File: src/rtl/toll_event_uart_tx_pkg.sv
// Shared constants for the toll event UART reporter: event byte layout and
// transmitter FSM state encodings.
package toll_pkg;

    localparam logic [3:0] EVT_HDR = 4'hA;

    localparam int EVT_G = 0;
    localparam int EVT_E = 1;
    localparam int EVT_T = 2;

    localparam logic [1:0] ST_IDLE  = 2'd0;
    localparam logic [1:0] ST_START = 2'd1;
    localparam logic [1:0] ST_DATA  = 2'd2;
    localparam logic [1:0] ST_STOP  = 2'd3;

    function automatic logic [7:0] evt_byte(input logic g, input logic e, input logic t);
        logic [7:0] b;
        b        = {EVT_HDR, 4'h0};
        b[EVT_G] = g;
        b[EVT_E] = e;
        b[EVT_T] = t;
        return b;
    endfunction

endpackage

File: src/rtl/toll_event_uart_tx_core.sv
// 8N1 serializer: takes one byte per valid&ready handshake and shifts it out
// LSB first, chaining straight into the next start bit when data is waiting.
module uart_tx_core
    import toll_pkg::*;
#(
    parameter int CLKS_PER_BIT = 16
) (
    input  logic       clk,
    input  logic       reset,
    input  logic [7:0] data,
    input  logic       valid,
    output logic       ready,
    output logic       tx,
    output logic       active
);

    localparam int TW = (CLKS_PER_BIT > 1) ? $clog2(CLKS_PER_BIT) : 1;
    localparam logic [TW-1:0] T_LAST = TW'(CLKS_PER_BIT - 1);

    logic [1:0]    state;
    logic [TW-1:0] timer;
    logic [2:0]    bit_idx;
    logic [7:0]    shreg;
    logic          tx_r;
    logic          bit_end;

    assign bit_end = (timer == T_LAST);
    // Ready on the last stop cycle lets the next frame start with no idle gap.
    assign ready   = (state == ST_IDLE) || ((state == ST_STOP) && bit_end);
    assign active  = (state != ST_IDLE);
    assign tx      = tx_r;

    // Frame sequencer, bit timer and shift register; tx is registered with the state.
    always_ff @(posedge clk) begin
        if (reset) begin
            state   <= ST_IDLE;
            timer   <= '0;
            bit_idx <= 3'd0;
            shreg   <= 8'h00;
            tx_r    <= 1'b1;
        end else begin
            case (state)
                ST_IDLE: begin
                    timer <= '0;
                    if (valid) begin
                        shreg <= data;
                        state <= ST_START;
                        tx_r  <= 1'b0;
                    end else begin
                        tx_r  <= 1'b1;
                    end
                end
                ST_START: begin
                    if (bit_end) begin
                        timer   <= '0;
                        bit_idx <= 3'd0;
                        state   <= ST_DATA;
                        tx_r    <= shreg[0];
                    end else begin
                        timer   <= timer + TW'(1);
                    end
                end
                ST_DATA: begin
                    if (bit_end) begin
                        timer   <= '0;
                        bit_idx <= bit_idx + 3'd1;
                        shreg   <= {1'b0, shreg[7:1]};
                        if (bit_idx == 3'd7) begin
                            state <= ST_STOP;
                            tx_r  <= 1'b1;
                        end else begin
                            tx_r  <= shreg[1];
                        end
                    end else begin
                        timer   <= timer + TW'(1);
                    end
                end
                ST_STOP: begin
                    if (bit_end) begin
                        timer <= '0;
                        if (valid) begin
                            shreg <= data;
                            state <= ST_START;
                            tx_r  <= 1'b0;
                        end else begin
                            state <= ST_IDLE;
                            tx_r  <= 1'b1;
                        end
                    end else begin
                        timer <= timer + TW'(1);
                    end
                end
                default: begin
                    state <= ST_IDLE;
                    timer <= '0;
                    tx_r  <= 1'b1;
                end
            endcase
        end
    end

endmodule

File: src/rtl/toll_event_uart_tx.sv
// Toll controller event reporter: rising-edge detect on three status levels,
// coalesce into event bytes, queue them and send them out over UART.
module toll_event_uart_tx
    import toll_pkg::*;
#(
    parameter int CLKS_PER_BIT = 16,
    parameter int FIFO_DEPTH   = 4
) (
    input  logic                        clk,
    input  logic                        reset,
    input  logic                        gate_open,
    input  logic                        tailgate_alert,
    input  logic                        ev_discount,
    output logic                        tx,
    output logic                        busy,
    output logic                        overflow,
    output logic [$clog2(FIFO_DEPTH):0] fifo_count
);

    localparam int AW = $clog2(FIFO_DEPTH);

    logic [2:0]    prev;
    logic          g_edge;
    logic          e_edge;
    logic          t_edge;
    logic          push_req;
    logic          push_ok;
    logic          pop;
    logic          full;
    logic          ready;
    logic          active;
    logic [7:0]    evt;
    logic [7:0]    mem [FIFO_DEPTH];
    logic [AW-1:0] wr_ptr;
    logic [AW-1:0] rd_ptr;
    logic [AW:0]   count;
    logic          overflow_r;

    assign g_edge   = gate_open      & ~prev[0];
    assign e_edge   = ev_discount    & ~prev[1];
    assign t_edge   = tailgate_alert & ~prev[2];
    assign push_req = g_edge | e_edge | t_edge;
    assign evt      = evt_byte(g_edge, e_edge, t_edge);

    assign full     = (count == (AW+1)'(FIFO_DEPTH));
    assign pop      = ready && (count != '0);
    // A full queue still accepts a byte when the head leaves in the same cycle.
    assign push_ok  = push_req && (!full || pop);

    assign busy       = active || (count != '0);
    assign overflow   = overflow_r;
    assign fifo_count = count;

    // Previous-value registers for edge detection.
    always_ff @(posedge clk) begin
        if (reset) begin
            prev <= 3'b000;
        end else begin
            prev <= {tailgate_alert, ev_discount, gate_open};
        end
    end

    // Event FIFO storage, pointers, occupancy and sticky drop flag.
    always_ff @(posedge clk) begin
        if (reset) begin
            for (int i = 0; i < FIFO_DEPTH; i++) begin
                mem[i] <= 8'h00;
            end
            wr_ptr     <= '0;
            rd_ptr     <= '0;
            count      <= '0;
            overflow_r <= 1'b0;
        end else begin
            if (push_ok) begin
                mem[wr_ptr] <= evt;
                wr_ptr      <= wr_ptr + AW'(1);
            end
            if (pop) begin
                rd_ptr <= rd_ptr + AW'(1);
            end
            if (push_req && !push_ok) begin
                overflow_r <= 1'b1;
            end
            case ({push_ok, pop})
                2'b10:   count <= count + (AW+1)'(1);
                2'b01:   count <= count - (AW+1)'(1);
                default: count <= count;
            endcase
        end
    end

    uart_tx_core #(
        .CLKS_PER_BIT(CLKS_PER_BIT)
    ) u_core (
        .clk   (clk),
        .reset (reset),
        .data  (mem[rd_ptr]),
        .valid (count != '0),
        .ready (ready),
        .tx    (tx),
        .active(active)
    );

endmodule
File: config.mk
export PLATFORM = sky130hd
export DESIGN_NAME = toll_event_uart_tx
export DESIGN_NICKNAME = d
export VERILOG_FILES = /design/src/rtl/toll_event_uart_tx_pkg.sv /design/src/rtl/toll_event_uart_tx_core.sv /design/src/rtl/toll_event_uart_tx.sv
export SDC_FILE = /design/constraint.sdc
export NUM_CORES = 1
export LEC_CHECK = 0
export CELL_PAD_IN_SITES_DETAIL_PLACEMENT = 0
export CELL_PAD_IN_SITES_GLOBAL_PLACEMENT = 2
export CORE_UTILIZATION = 41
export DETAILED_ROUTE_END_ITERATION = 10
export GPL_TIMING_DRIVEN = 0
export PLACE_DENSITY_LB_ADDON = 0.1
export SKIP_CTS_REPAIR_TIMING = 1
export SLEW_MARGIN = 25
export SYNTH_ARGS = -nofsm -noshare
export SYNTH_HDL_FRONTEND = slang
export SYNTH_SLANG_ARGS = --single-unit
File: constraint.sdc
create_clock -name clk -period 3.6 [get_ports clk]
set_input_delay 0.72 -clock clk [delete_from_list [all_inputs] [get_ports clk]]
set_output_delay 0.72 -clock clk [all_outputs]
set_load 0.005 [all_outputs]
== Word level (Yosys, flattened, before mapping) ==
Memory sizes are Yosys's and may differ from the RTL's. A register that Yosys moved wholly into a read port is not among the register bits.
Index checks and enable logic that the tools add are counted.

* Reductions and logical operators: 21
* Bitwise logic cells: 8
* Equality and inequality tests: 13
* Muxes and demuxes: 33
* Add/subtract/negate cells: 6

{| class="wikitable"
|+ Operators with widths
! operator !! count
|-
| two-way mux 8 bit || 3
|-
| case mux 8 bit (3 select lines) || 1
|-
| two-way mux 2 bit || 8
|-
| two-way mux 1 bit || 12
|-
| case mux 3 bit (2 select lines) || 2
|-
| inequality test 2 x 1 -> 1 bit, second input constant || 5
|-
| AND reduction 3 bit || 3
|-
| case mux 2 bit (4 select lines) || 1
|-
| case mux 4 bit (2 select lines) || 1
|-
| adder 3 x 1 -> 3 bit, second input constant || 2
|-
| == test 2 bit, second input constant || 3
|-
| == test 3 bit, second input constant || 2
|-
| two-way mux 3 bit || 2
|-
| nonzero test 2 bit || 3
|-
| nonzero test 3 bit || 2
|-
| two-way mux 5 bit || 1
|-
| AND reduction 5 bit || 1
|-
| OR reduction 5 bit || 1
|-
| adder 2 x 1 -> 2 bit, second input constant || 2
|-
| adder 4 x 1 -> 4 bit, second input constant || 1
|-
| == test 2 x 1 -> 1 bit, second input constant || 2
|-
| == test 4 bit, second input constant || 1
|-
| logical AND 1 bit || 4
|-
| two-way mux 4 bit || 1
|-
| other kinds (9) || 17
|}

* Bits in registers: 29
* Memory bits (writable): 20
* Logic and storage cells: 92
* Output and inout port bits: 6
* Memories kept: 1
* Bits of input ports: 5

{| class="wikitable"
|+ Memories
! memory !! depth !! bits a word !! read ports !! clocked after memory_dff !! wr ports !! RTL line !! source
|-
| mem || 4 || 5 || 1 || 1 || 4 || toll_event_uart_tx.sv:33 || <nowiki>logic [7:0] mem [FIFO_DEPTH];</nowiki>
|}

== Longest topological paths before layout ==
* Depth after elaboration: 11
* Depth in mapped cells: 9
* Mapped depth without buffers: 9

== Modules after synthesis ==
From an unflattened synthesis, not the netlist that was laid out.

* Cell total of the unflattened synthesis: 232
* Area total of the unflattened synthesis: 2407.3 sq um

{| class="wikitable"
|+ By module, submodules not included
! module !! instances !! sequential area each (sq um) !! cells each !! area each (sq um)
|-
| toll_event_uart_tx || 1 || 740.7 || 118 || 1337.5
|-
| uart_tx_core || 1 || 360.3 || 114 || 1069.8
|}

== Least setup slack after synthesis ==
Ideal clock, no wire load.

* Path type: input port to flip-flop
* Start point: input port ev_discount
* End point: register count[2] (netlist: fifo_count[2])
* Required time: 3.480 ns
* Data arrival time: 2.356 ns
* Stages: 8
* Path slack: 1.124 ns
* Cells stage by stage: nand2b_4 > and3_1 > buf_6 > nand2_1 > fa_1 > or3_1 > and3_1 > o31a_1

* Cells in the longest elaborated chain, start to end: 6
* Elaborated cells between the ends (all ways): 8
* Classes of those cells: eq/ne (2); mux (1); bitwise (3); reduce/logical (2)

{| class="wikitable"
|+ RTL lines
! item !! RTL line !! source
|-
| start: declaration || toll_event_uart_tx.sv:13 || <nowiki>input logic ev_discount,</nowiki>
|-
| AND 1 bit (*) || toll_event_uart_tx.sv:40 || <nowiki>assign e_edge = ev_discount & ~prev[1];</nowiki>
|-
| bitwise OR 1 bit (*) (2 in series) || toll_event_uart_tx.sv:42 || <nowiki>assign push_req = g_edge | e_edge | t_edge;</nowiki>
|-
| logical AND 1 bit (*) || toll_event_uart_tx.sv:48 || <nowiki>assign push_ok = push_req && (!full || pop);</nowiki>
|-
| == test 2 x 1 -> 1 bit / == test 2 bit (equally long branches) || toll_event_uart_tx.sv:84 || <nowiki>case ({push_ok, pop})</nowiki>
|-
| case mux 3 bit (2 select lines) / nonzero test 2 bit (equally long branches) || n/a ||
|-
| end signal: assignment || toll_event_uart_tx.sv:85 || <nowiki>2'b10: count <= count + (AW+1)'(1);</nowiki>
|-
| end signal: assignment || toll_event_uart_tx.sv:86 || <nowiki>2'b01: count <= count - (AW+1)'(1);</nowiki>
|-
| end signal: assignment || toll_event_uart_tx.sv:87 || <nowiki>default: count <= count;</nowiki>
|-
| end: declaration || toll_event_uart_tx.sv:36 || <nowiki>logic [AW:0] count;</nowiki>
|}

Every way passes the cells marked *; elsewhere a longest branch is shown, timed or not.
A chain may end at the register's enable or synchronous reset.

== Worst setup path after layout ==
Same ends and word-level chain as after synthesis.

==> out/results.tsv <==
stage	metric	value	unit
setup_path	WP buf/inv	2	
cts	cts bufs inserted	5	
placement	final RePlAce weighted congestion	0.745	
sta	Rel. slew slack	0.596	
floorplanning	initial core utilization	0.438	
sta	Fin Clk Skew	0.00882	ns
setup_path	Critical Path Sink Type	register	
sta	Final Hold Vio Count	0	
setup_path	Largest delay share family, worst path	simple AND/OR/NAND/NOR gates	
placement	worst slack at placement	0.484	ns
pwr	leak pwr	0.930	nW
yosys	number of synthesized register bits	47	
run	MaxCap Viol Count	0	
yosys	sequential-to-total area share from yosys stat	0.518	
setup_path	Critical-path top delay cell	clkdlybuf4s50_1	
floorplanning	Die Ht	74.0	um
drt	TritonRoute pass-1 iters	4	
cts	# clock sinks	47	
placement	Placed Area	2300	um^2
sta	setup TNS	0	ns
final_layout	Final Instance Area	2390	um^2
cts	Clock Path Buffers	2	
worst_hold_path	min-delay worst type	register to register	
yosys	syn_area_per_cell	10.2	um^2
drt	Iteration-0 DRC Markers	37	
final_layout	Syn-to-layout area delta	12.6	%
drt	antenna-violating nets left	0	
sta	post-route setup slack	0.787	ns
floorplanning	die area	5480	um^2
yosys	Yosys warning count	0	
yosys	Synth Cell Area	2130	um^2
placement	hpwl dp	3200	um
grt	number of global-route vias before repair	1556	
floorplanning	Die X	74.0	um
cts	H-tree levels	2	
setup_path	Worst Path Required	3.78	ns
yosys	post-synth top area share	0.292	
final_layout	fillers	469	
sta	Final min period	2.81	ns
placement	Buffers on Ports	9	
sta	crit share post-route	0.781	
yosys	synth top area cells	dfxtp_1 29%, edfxtp_1 23%, nor2_1 7.6%, mux4_2 4.2%, ha_1 4.1%	
grt	initial antenna violation count	0	
setup_path	Setup CP Type	primary input to register	
drt	final WL	4120	um
cts	Root Buffer Master	clkbuf_8	
yosys	area leader, netlist	dfxtp_1	
grt	largest net degree at the start of global routing	17	
floorplanning	core box area	4850	um^2
run_status	status	completed	
yosys	Synth cell types	39	
setup_path	most frequent CP cell	and3_1	
final_layout	final core utilization	0.494	
yosys	syn nets	221	
final_layout	share of layout cells above drive strength 1	0.0933	
sta	Final Slew Violations	0	
drt	average wire per standard cell	14.1	um
floorplanning	I/O pin count	11	
setup_path	CP max FO	8	
yosys	Post-Syn Instances	208	
cts	clock-pin slew on the worst setup and hold paths	0.09	ns
setup_path	kind of start point of the critical path	primary input	
setup_path	max incr delay on CP	0.47	ns
cts	CTS tree	built	
sta	RSZ-0062 raised after global routing	no	
grt	gr usage total	0.180	
drt	vias per cell	5.17	
final_layout	Total Nets Final	237	
sta	Max Fclk	356	MHz
grt	first-pass GRT wire length	7300	um
drt	via count	1509	
grt	grt ovf	0	
floorplanning	# rows	25	
final_layout	# diodes	0	
cts	Worst-Skew Late Latency	0.29	ns
setup_path	worst-path cell chain	clkdlybuf4s50_1 -> nand2b_4 -> and3_1 -> buf_6 -> nand2_1 -> fa_1 -> or3_1 -> and3_1 -> o31a_1	
pwr	Power Density	700	nW/um^2
sta	worst slew pin tran	0.599	ns
sta	Final Setup Violations	0	
setup_path	Worst EP arrival	3.00	ns
pwr	maximum vdd drop	0.299	mV
drt	Residual DRC	0	
==> final timing paths <==
kind / slack (ns) / depth (start not counted) / start / to
max: 0.79 / 9 / ev_discount / fifo_count[2]$_SDFFE_PP0P_
min: 0.46 / 1 / u_core.timer[0]$_SDFF_PP0_ / u_core.timer[0]$_SDFF_PP0_
max reg2reg: 0.83 / 8 / u_core.state[1]$_SDFFE_PP0P_ / fifo_count[2]$_SDFFE_PP0P_
min reg2reg: 0.46 / 1 / u_core.timer[0]$_SDFF_PP0_ / u_core.timer[0]$_SDFF_PP0_
==> worst register-to-register path, stage by stage (launching register included) <==
cell,delay (ns)
dfxtp_1,0.40
ha_1,0.28
a41oi_1,0.28
nor2_1,0.29
nand2_1,0.11
fa_1,0.43
or3_1,0.41
and3_1,0.18
o31a_1,0.28
==> kinds of logic after synthesis <==
logic type      count (synthesis)  share of synthesized area
flops                          47                      0.518
simple gates                   88                      0.198
mux                             9                     0.0659
buf+inv                        17                     0.0377
fa+ha+maj                       8                     0.0506
compound gates                 32                      0.101
xor+xnor                        7                     0.0288
==> power by group <==
group	total, W	internal, W	switching (W)
Combinational	0.000622	0.000278	0.000343
Clock	0.000323	0.000139	0.000184
Sequential	0.000731	0.000652	0.0000790
==> cell usage after synthesis (all sizes together) <==
| master | number |
|---|---|
| a31oi | 2 |
| a32oi | 3 |
| a211o | 1 |
| xnor2 | 4 |
| nand2 | 15 |
| mux2i | 5 |
| a41oi | 1 |
| nor4 | 1 |
| o31a | 1 |
| o31ai | 1 |
| nor3 | 4 |
| nand3b | 2 |
| nand3 | 5 |
| or3 | 4 |
| nor2 | 43 |
| mux4 | 4 |
| nand2b | 4 |
| ha | 7 |
| xor2 | 3 |
| a21oi | 8 |
| or2 | 2 |
| fa | 1 |
| a211oi | 3 |
| inv | 11 |
| clkbuf | 3 |
| o211ai | 1 |
| nor2b | 3 |
| edfxtp | 16 |
| and3 | 4 |
| dfxtp | 31 |
| o311ai | 1 |
| a31o | 1 |
| a22oi | 3 |
| nor3b | 1 |
| o21ai | 5 |
| a21o | 1 |
| buf | 3 |
==> state kept, by name, indices dropped and copies added (netlist names), named ones only <==
register,count
mem,16
u_core.shreg,8
u_core.timer,4
fifo_count,3
prev,3
u_core.bit_idx,3
rd_ptr,2
u_core.state,2
wr_ptr,2
overflow,1
u_core.tx,1
==> per-stage QoR <==
step	hold WS [ns]	power, W	std cells
after floorplan	0.418	0.00118	208
after global placement	0.425	0.00134	284
after detailed placement	0.459	0.00137	284
after CTS	0.472	0.00169	292
after global routing	0.497	0.00181	292
final	0.464	0.00168	292
==> cell type report <==
type | count | area [um^2] | share of cell area
Timing Repair Buffer | 9 | 90.1 | 0.0376
Inverter | 11 | 41.3 | 0.0173
Sequential cell | 47 | 1100 | 0.460
Multi-Input combinational cell | 144 | 945 | 0.395
Clock inverter | 3 | 25.0 | 0.0105
Clock buffer | 5 | 68.8 | 0.0288
Buffer | 6 | 38.8 | 0.0162
Tap cell | 67 | 83.8 | 0.0350
==> layout by cell type, fill, tap and decap left out, types with 4 or more instances in the layout <==
master           netlist  routed
clkbuf_8               0       5
nand2_1               15      15
xnor2_1                4       4
edfxtp_1              16      16
or3_1                  4       4
and3_1                 4       4
nor2_1                43      43
nor3_1                 4       4
mux4_2                 4       4
inv_1                 11      11
ha_1                   7       7
dfxtp_1               31      31
a21oi_1                8       8
nand3_1                5       5
o21ai_0                5       5
mux2i_1                5       5
clkdlybuf4s50_1        0       9
==> per-layer routing <==
metal,up-vias,track usage,routed length (um)
li1,760,-,-
met1,732,0.218,1860
met2,15,0.317,2140
met3,2,0.0407,95
met4,0,0.0577,22
met5,-,0,0
Note: power is estimated with default switching activity, not from simulation.
